## config.mk

```make
export PLATFORM = sky130hd
export DESIGN_NAME = wb_led_pattern_master
export DESIGN_NICKNAME = d
export VERILOG_FILES = /design/src/rtl/wb_led_pattern_master.sv
export SDC_FILE = /design/constraint.sdc
export NUM_CORES = 1
export LEC_CHECK = 0
export ABC_AREA = 1
export BUFFER_PORTS_ARGS = -buffer_cell sky130_fd_sc_hd__buf_2
export CORE_MARGIN = 1.5
export CORE_UTILIZATION = 45
export DETAILED_ROUTE_END_ITERATION = 8
export GPL_ROUTABILITY_DRIVEN = 0
export PLACE_DENSITY = 0.75
export SETUP_SLACK_MARGIN = 0.5
export SLEW_MARGIN = 0
export SYNTH_ARGS = -nofsm -noshare
export SYNTH_HDL_FRONTEND = slang
export SYNTH_SLANG_ARGS = --single-unit
export TNS_END_PERCENT = 50
```

## constraint.sdc

```tcl
create_clock -name clk -period 4 [get_ports clk]
set_input_delay 0.2 -clock clk [delete_from_list [all_inputs] [get_ports clk]]
set_output_delay 0.2 -clock clk [all_outputs]
set_load 0.05 [all_outputs]
```

## src/rtl/wb_led_pattern_master.sv

```systemverilog
// wb_led_pattern_master
// Wishbone initiator that steps a 4-bit LED pattern on every divided tick.
// Each step writes the pattern to responder address 0, leaves the bus idle
// for one cycle, reads the value back and compares it with what was written.
// Ports:
//   clk, reset           system clock, synchronous active-high reset
//   enable               runs the tick divider and allows steps
//   mode[1:0]            0 count, 1 walking-one, 2 ping-pong, 3 all-toggle
//   clear_err            pulse clearing the error and timeout flags
//   wbm_*                Wishbone initiator port (address always 0)
//   busy                 step in progress (FSM not idle)
//   pattern[3:0]         last pattern written
//   error, timeout       sticky readback-mismatch and ack-timeout flags
//   dbg_state[2:0]       current FSM state, for observation only
// Bus handshake: a transfer is presented while wbm_cycle=1 and completes on the
// first rising edge where wbm_ack=1; ack may be combinational from wbm_cycle,
// and ack seen while wbm_cycle=0 is ignored.
module wb_led_pattern_master #(
    parameter int ADDR_WIDTH = 1,
    parameter int DATA_WIDTH = 16,
    parameter int TICK_DIV   = 1000000,
    parameter int TIMEOUT    = 15
) (
    input  logic                  clk,
    input  logic                  reset,
    input  logic                  enable,
    input  logic [1:0]            mode,
    input  logic                  clear_err,
    output logic [ADDR_WIDTH-1:0] wbm_address,
    output logic [DATA_WIDTH-1:0] wbm_writedata,
    input  logic [DATA_WIDTH-1:0] wbm_readdata,
    output logic                  wbm_write,
    output logic                  wbm_cycle,
    input  logic                  wbm_ack,
    output logic                  busy,
    output logic [3:0]            pattern,
    output logic                  error,
    output logic                  timeout,
    output logic [2:0]            dbg_state
);

    localparam int CNT_W  = $clog2(TICK_DIV);
    localparam int WAIT_W = $clog2(TIMEOUT + 1);

    typedef enum logic [2:0] {
        S_IDLE = 3'd0,
        S_WR   = 3'd1,
        S_GAP  = 3'd2,   // one bus-idle cycle between the write and the read
        S_RD   = 3'd3,
        S_CHK  = 3'd4
    } state_t;

    state_t                state_q, state_d;
    logic [CNT_W-1:0]      cnt_q, cnt_d;
    logic                  pending_q, pending_d;
    logic [1:0]            last_mode_q, last_mode_d;
    logic                  mode_vld_q, mode_vld_d;
    logic                  dir_q, dir_d;          // 1 = shifting up (toward bit 3)
    logic [3:0]            pattern_q, pattern_d;
    logic [DATA_WIDTH-1:0] wdata_q, wdata_d;
    logic [3:0]            rdata_q, rdata_d;
    logic [WAIT_W-1:0]     wait_q, wait_d;
    logic                  error_q, error_d;
    logic                  timeout_q, timeout_d;

    logic       tick;
    logic       start;
    logic [3:0] nxt_pat;
    logic       nxt_dir;
    logic       unused_rd;

    assign unused_rd = &{1'b0, wbm_readdata[DATA_WIDTH-1:4]};

    assign tick  = enable && (cnt_q == CNT_W'(TICK_DIV - 1));
    assign start = enable && (tick || pending_q);

    always_comb begin
        if (!enable || tick) cnt_d = '0;
        else                 cnt_d = cnt_q + 1'b1;
    end

    // Next pattern. The first step after reset always loads the seed, so
    // that mode 0 starts its count at 0000 rather than 0001.
    always_comb begin
        nxt_pat = pattern_q;
        nxt_dir = dir_q;
        if (!mode_vld_q || (mode != last_mode_q)) begin
            case (mode)
                2'd0:    nxt_pat = 4'b0000;
                2'd1:    nxt_pat = 4'b0001;
                2'd2: begin
                    nxt_pat = 4'b0001;
                    nxt_dir = 1'b1;
                end
                default: nxt_pat = 4'b1111;
            endcase
        end else begin
            case (mode)
                2'd0:    nxt_pat = pattern_q + 4'd1;
                2'd1:    nxt_pat = {pattern_q[2:0], pattern_q[3]};
                2'd2: begin
                    if (pattern_q == 4'b1000) begin
                        nxt_pat = pattern_q >> 1;
                        nxt_dir = 1'b0;
                    end else if (pattern_q == 4'b0001) begin
                        nxt_pat = pattern_q << 1;
                        nxt_dir = 1'b1;
                    end else if (dir_q) begin
                        nxt_pat = pattern_q << 1;
                    end else begin
                        nxt_pat = pattern_q >> 1;
                    end
                end
                default: nxt_pat = ~pattern_q;
            endcase
        end
    end

    always_comb begin
        state_d     = state_q;
        last_mode_d = last_mode_q;
        mode_vld_d  = mode_vld_q;
        dir_d       = dir_q;
        pattern_d   = pattern_q;
        wdata_d     = wdata_q;
        rdata_d     = rdata_q;
        wait_d      = '0;
        error_d     = error_q;
        timeout_d   = timeout_q;

        // One-deep step queue: a tick arriving while busy is remembered once.
        if (!enable)                        pending_d = 1'b0;
        else if (state_q != S_IDLE && tick) pending_d = 1'b1;
        else                                pending_d = pending_q;

        case (state_q)
            S_IDLE: begin
                if (start) begin
                    state_d     = S_WR;
                    pattern_d   = nxt_pat;
                    dir_d       = nxt_dir;
                    last_mode_d = mode;
                    mode_vld_d  = 1'b1;
                    wdata_d     = {{(DATA_WIDTH-4){1'b0}}, nxt_pat};
                    pending_d   = 1'b0;
                end
            end
            S_WR, S_RD: begin
                if (wbm_ack) begin
                    if (state_q == S_WR) begin
                        state_d = S_GAP;
                    end else begin
                        state_d = S_CHK;
                        rdata_d = wbm_readdata[3:0];
                    end
                end else if (wait_q == WAIT_W'(TIMEOUT - 1)) begin
                    // Last allowed cycle without ack: abandon the step.
                    state_d   = S_IDLE;
                    timeout_d = 1'b1;
                end else begin
                    wait_d = wait_q + 1'b1;
                end
            end
            S_GAP: state_d = S_RD;
            S_CHK: begin
                if (rdata_q != pattern_q) error_d = 1'b1;
                state_d = S_IDLE;
            end
            default: state_d = S_IDLE;
        endcase

        // Clearing wins over a flag being set in the same cycle.
        if (clear_err) begin
            error_d   = 1'b0;
            timeout_d = 1'b0;
        end
    end

    always_ff @(posedge clk) begin
        if (reset) begin
            state_q     <= S_IDLE;
            cnt_q       <= '0;
            pending_q   <= 1'b0;
            last_mode_q <= 2'd0;
            mode_vld_q  <= 1'b0;
            dir_q       <= 1'b1;
            pattern_q   <= 4'd0;
            wdata_q     <= '0;
            rdata_q     <= 4'd0;
            wait_q      <= '0;
            error_q     <= 1'b0;
            timeout_q   <= 1'b0;
        end else begin
            state_q     <= state_d;
            cnt_q       <= cnt_d;
            pending_q   <= pending_d;
            last_mode_q <= last_mode_d;
            mode_vld_q  <= mode_vld_d;
            dir_q       <= dir_d;
            pattern_q   <= pattern_d;
            wdata_q     <= wdata_d;
            rdata_q     <= rdata_d;
            wait_q      <= wait_d;
            error_q     <= error_d;
            timeout_q   <= timeout_d;
        end
    end

    assign wbm_address   = '0;
    assign wbm_writedata = wdata_q;
    assign wbm_cycle     = (state_q == S_WR) || (state_q == S_RD);
    assign wbm_write     = (state_q == S_WR);
    assign busy          = (state_q != S_IDLE);
    assign pattern       = pattern_q;
    assign error         = error_q;
    assign timeout       = timeout_q;
    assign dbg_state     = state_q;

endmodule

```

==> impl_results.md <==
- Final-stage net count: approximately 400
- Share of power burned in combinational logic: under 10%
- Sequential cell area: ~840 sq um
- Area growth from synthesis to layout: 8.09%
- Period utilisation layout: about half
- Maximum number of pins on one net before global-route repair: 21
- Min-Delay Endpoint: timeout
- Post-Syn Area per Cell: between 6 and 7 sq um
- Std-Cell Core Area: just over 5000 sq um
- Total wirelength of the detailed-routed design: roughly 4.8 mm
- Share of synthesized cell area in full adder, half adder and majority cells: around 3%
- Cell types with the highest counts after synthesis: 71 x sky130_fd_sc_hd__nand2_1, 54 x sky130_fd_sc_hd__nor2_1, 45 x sky130_fd_sc_hd__inv_1, 42 x sky130_fd_sc_hd__dfxtp_1, 28 x sky130_fd_sc_hd__a21oi_1
- Highest metal layer with signal wires: met4
- Overall power after layout: between 0.7 and 0.8 mW
- Total of flip-flops plus latches after synthesis: 42
- Width of the chip: between 70 and 80 um
- Number of failing hold endpoints at the final stage: 0
- Wire length per cell: around 11 um
- Number of rows in the core area: 26
- Static power due to leakage: roughly 1.1 nW
- Post-synth EDFFs: 0
- Total via count in the routed design: about 2.2k
- Layout cells sized above 1: a little over an eighth
- Cell-internal power: 0.561 mW
- Arrival time reported for the critical path endpoint: between 2 and 2.5 ns
- Antenna violations before repair: 0
- Clock slew seen by the registers of the worst setup and hold paths: approximately 0.07 ns
- Dominant combinational cell family by area after synthesis: simple AND/OR/NAND/NOR gates
- Worst hold-check path type: in2reg
- Met1 Wirelength: approximately 2.2 mm
- # fillers: between 500 and 600
- Cell type contributing the most total cell area after synthesis: sky130_fd_sc_hd__dfxtp_1
- Portion of netlist area occupied by mux cells: 0%
- Ys async rst share: 0%
- Ports placed on the boundary: 52
- Worst setup path category: reg2reg
- Die ar.: between 5000 and 6000 sq um
- Setup violation total in the final timing report: 0
- Relative slew slack: a little under half
- Starting Density: 47.3%
- Clock network fraction of design power: a little over a third
- H-tree levels: 2
- Detailed route wirelength on metal3: 273 um
- Power density normalized to cell area: about 280 nW/um^2
- Critical register-to-register path endpoint: cnt_q[9]
- Wire length of the first global-routing pass: roughly 8.3 mm
- Remaining design rule violation count: 0
- Total of cells resized after clock tree synthesis: 0
- Hold_ws: approximately 0.16 ns
- Main flop type after synthesis: sky130_fd_sc_hd__dfxtp_1
- Simple-gate share of the synthesized area: between 30 and 40%
- Register-to-register setup slack: 1.95 ns
- Leading cell type by number of instances after synthesis: sky130_fd_sc_hd__nand2_1
- Worst vdd ir: approximately 0.16 mV
- Depth of the worst register-to-register path: 7
- Global-route congestion overflow total: 0
- Number of maximum-capacitance constraint violations: 0
- Post-synthesis instance area: ~2400 sq um
- Detailed router's first-iteration violation count: about 150
- Sequential cell fraction of total power: around 56%
- Number of instances in the synthesized netlist: 359
- Synth Area in Compound Gates: 9.83%
- Total GRT Usage: around 17%
- Skew final: ~0.0078 ns
- Fmax: 0.489 GHz
- Share of the yosys chip area belonging to registers: 34.4%
- Fraction of power spent switching nets: about 25%
- Hold Path Origin: clear_err
- Routed Antenna Nets: 0
- Reg2reg start: cnt_q[0]
- Inserted Diodes: 0
- Yosys synthesis warning count: 0
- Amount of wire on met2 after detailed routing: about 2.2 mm
- Req. time, crit path: between 4 and 5 ns
- Via count of the first global-routing pass: around 1.9k
- Time the worst path needs with I/O delays and setup: between 2 and 2.5 ns
- Net switching power: around 0.19 mW
- Slew at the pin with the worst max-slew slack: around 0.81 ns
- Hold Path Cell Cnt: 3
- Share of the synthesized netlist area taken by xor and xnor gates: roughly 3.6%
- Number of clock sinks: 42
- Setup repair after global routing missed its margin: no
- Cts bufs inserted: 5
- Nature of the critical path startpoint: flip-flop
- Iteration count of the initial detailed-routing pass: 4
- Final core area utilization: between 50% and 60%
- CP Capture Type: flip-flop
- CTS Root Cell: sky130_fd_sc_hd__clkbuf_8
- Total setup buffers inserted after CTS: 0
- Port-buffer cells: 26
- Share of the synthesized area in the top cell type: 34.4%
- Clock latency on the worst-skew pair: between 0.2 and 0.3 ns
- Vias per cell: 4.91
- Sum Neg Setup Slack: 0 ns
- Number of buffers on the longest clock path: 2
- Top post-synthesis cells by area: sky130_fd_sc_hd__dfxtp_1 34%, sky130_fd_sc_hd__nand2_1 11%, sky130_fd_sc_hd__nor2_1 8.3%
- Result of the run: complete, no violations
- Area of the multi-input gates: 1330 sq um
- Die Y: between 70 and 80 um
- HPWL reported at the end of detailed placement: approximately 3.6 mm
- Cell variety after synth: 35
- Total count of max-transition violations in the final report: 0
- TritonCTS clock tree: done
- CTS Hold Bufs: 0
- CP max FO: 20
-- stage by stage --
step	instance area, sq um	setup WS [ns]	cells
after global routing	2640	1.72	452
final	2640	1.95	452
after global placement	2560	1.97	446
after detailed placement	2560	1.97	446
after CTS	2640	1.94	452
after floorplan	2490	1.43	371
-- power by group through the flow --
stage / registers, mW / clock network, mW / logic (mW)
after floorplan: 0.429 / 0 / 0.0553
after global placement: 0.430 / 0 / 0.0554
after detailed placement: 0.430 / 0 / 0.0557
after CTS: 0.420 / 0.279 / 0.0559
after global routing: 0.420 / 0.291 / 0.0608
final: 0.420 / 0.271 / 0.0561
-- worst max-delay path: stages, from the launching register on --
cell	delay, ns
sky130_fd_sc_hd__dfxtp_1	0.35
sky130_fd_sc_hd__ha_1	0.24
sky130_fd_sc_hd__nand3_1	0.13
sky130_fd_sc_hd__nor2_1	0.07
sky130_fd_sc_hd__nand3_1	0.15
sky130_fd_sc_hd__nand3_1	0.59
sky130_fd_sc_hd__a21oi_1	0.32
sky130_fd_sc_hd__o21a_1	0.14
-- registers in the layout, indices dropped and copies added, names as in the netlist --
name and count:
cnt_q 20, pattern 4, rdata_q 4, wait_q 4, dbg_state 3, last_mode_q 2
dir_q 1, error 1, mode_vld_q 1, pending_q 1, timeout 1
-- how the worst max path moves through the flow --
stage / from / endpoint / slack [ns] / cells past startpoint
6_report: cnt_q[0] / cnt_q[9] / 1.95 / 7
5_1_grt: cnt_q[0] / cnt_q[9] / 1.72 / 7
4_1_cts: cnt_q[0] / cnt_q[9] / 1.94 / 7
3_5_place_dp: cnt_q[0] / cnt_q[9] / 1.97 / 7
3_3_place_gp: cnt_q[0] / cnt_q[9] / 1.97 / 7
2_1_floorplan: dbg_state[0] / wbm_write / 1.43 / 4
-- cells by family after synthesis --
group,after synthesis
buf+inv,67
fa+ha+maj,6
compound gates,43
simple gates,190
other cells,1
flops,42
xor+xnor,10
-- layout make-up --
cell class / instances / share of cell area, %
clock buffer: 6 / 3.13
inverter: 46 / 6.53
sequential: 42 / 31.8
timing repair buffer: 26 / 4.92
multi-input combinational: 262 / 50.3
tap: 70 / 3.31
-- routing by layer --
metal	GRT usage, %	vias up
met5	0	-
met4	6.11	0
met3	2.98	5
met2	28.1	72
met1	21.9	981
li1	-	1160
-- placed cells by master (no fill, tap or decap), drive strengths merged --
master,instances
o21ai,8
clkinv,1
nand3b,2
a22oi,1
or2,5
a21oi,29
nor3,7
inv,45
nor3b,3
clkbuf,6
o21bai,1
o21a,1
ha,6
nand4,10
o22ai,1
xnor2,6
xor2,4
nor2,60
dfxtp,42
nand2,74
o211ai,1
o31ai,1
conb,13
nand3,29
buf,26
Power figures use the tool's default switching activity.
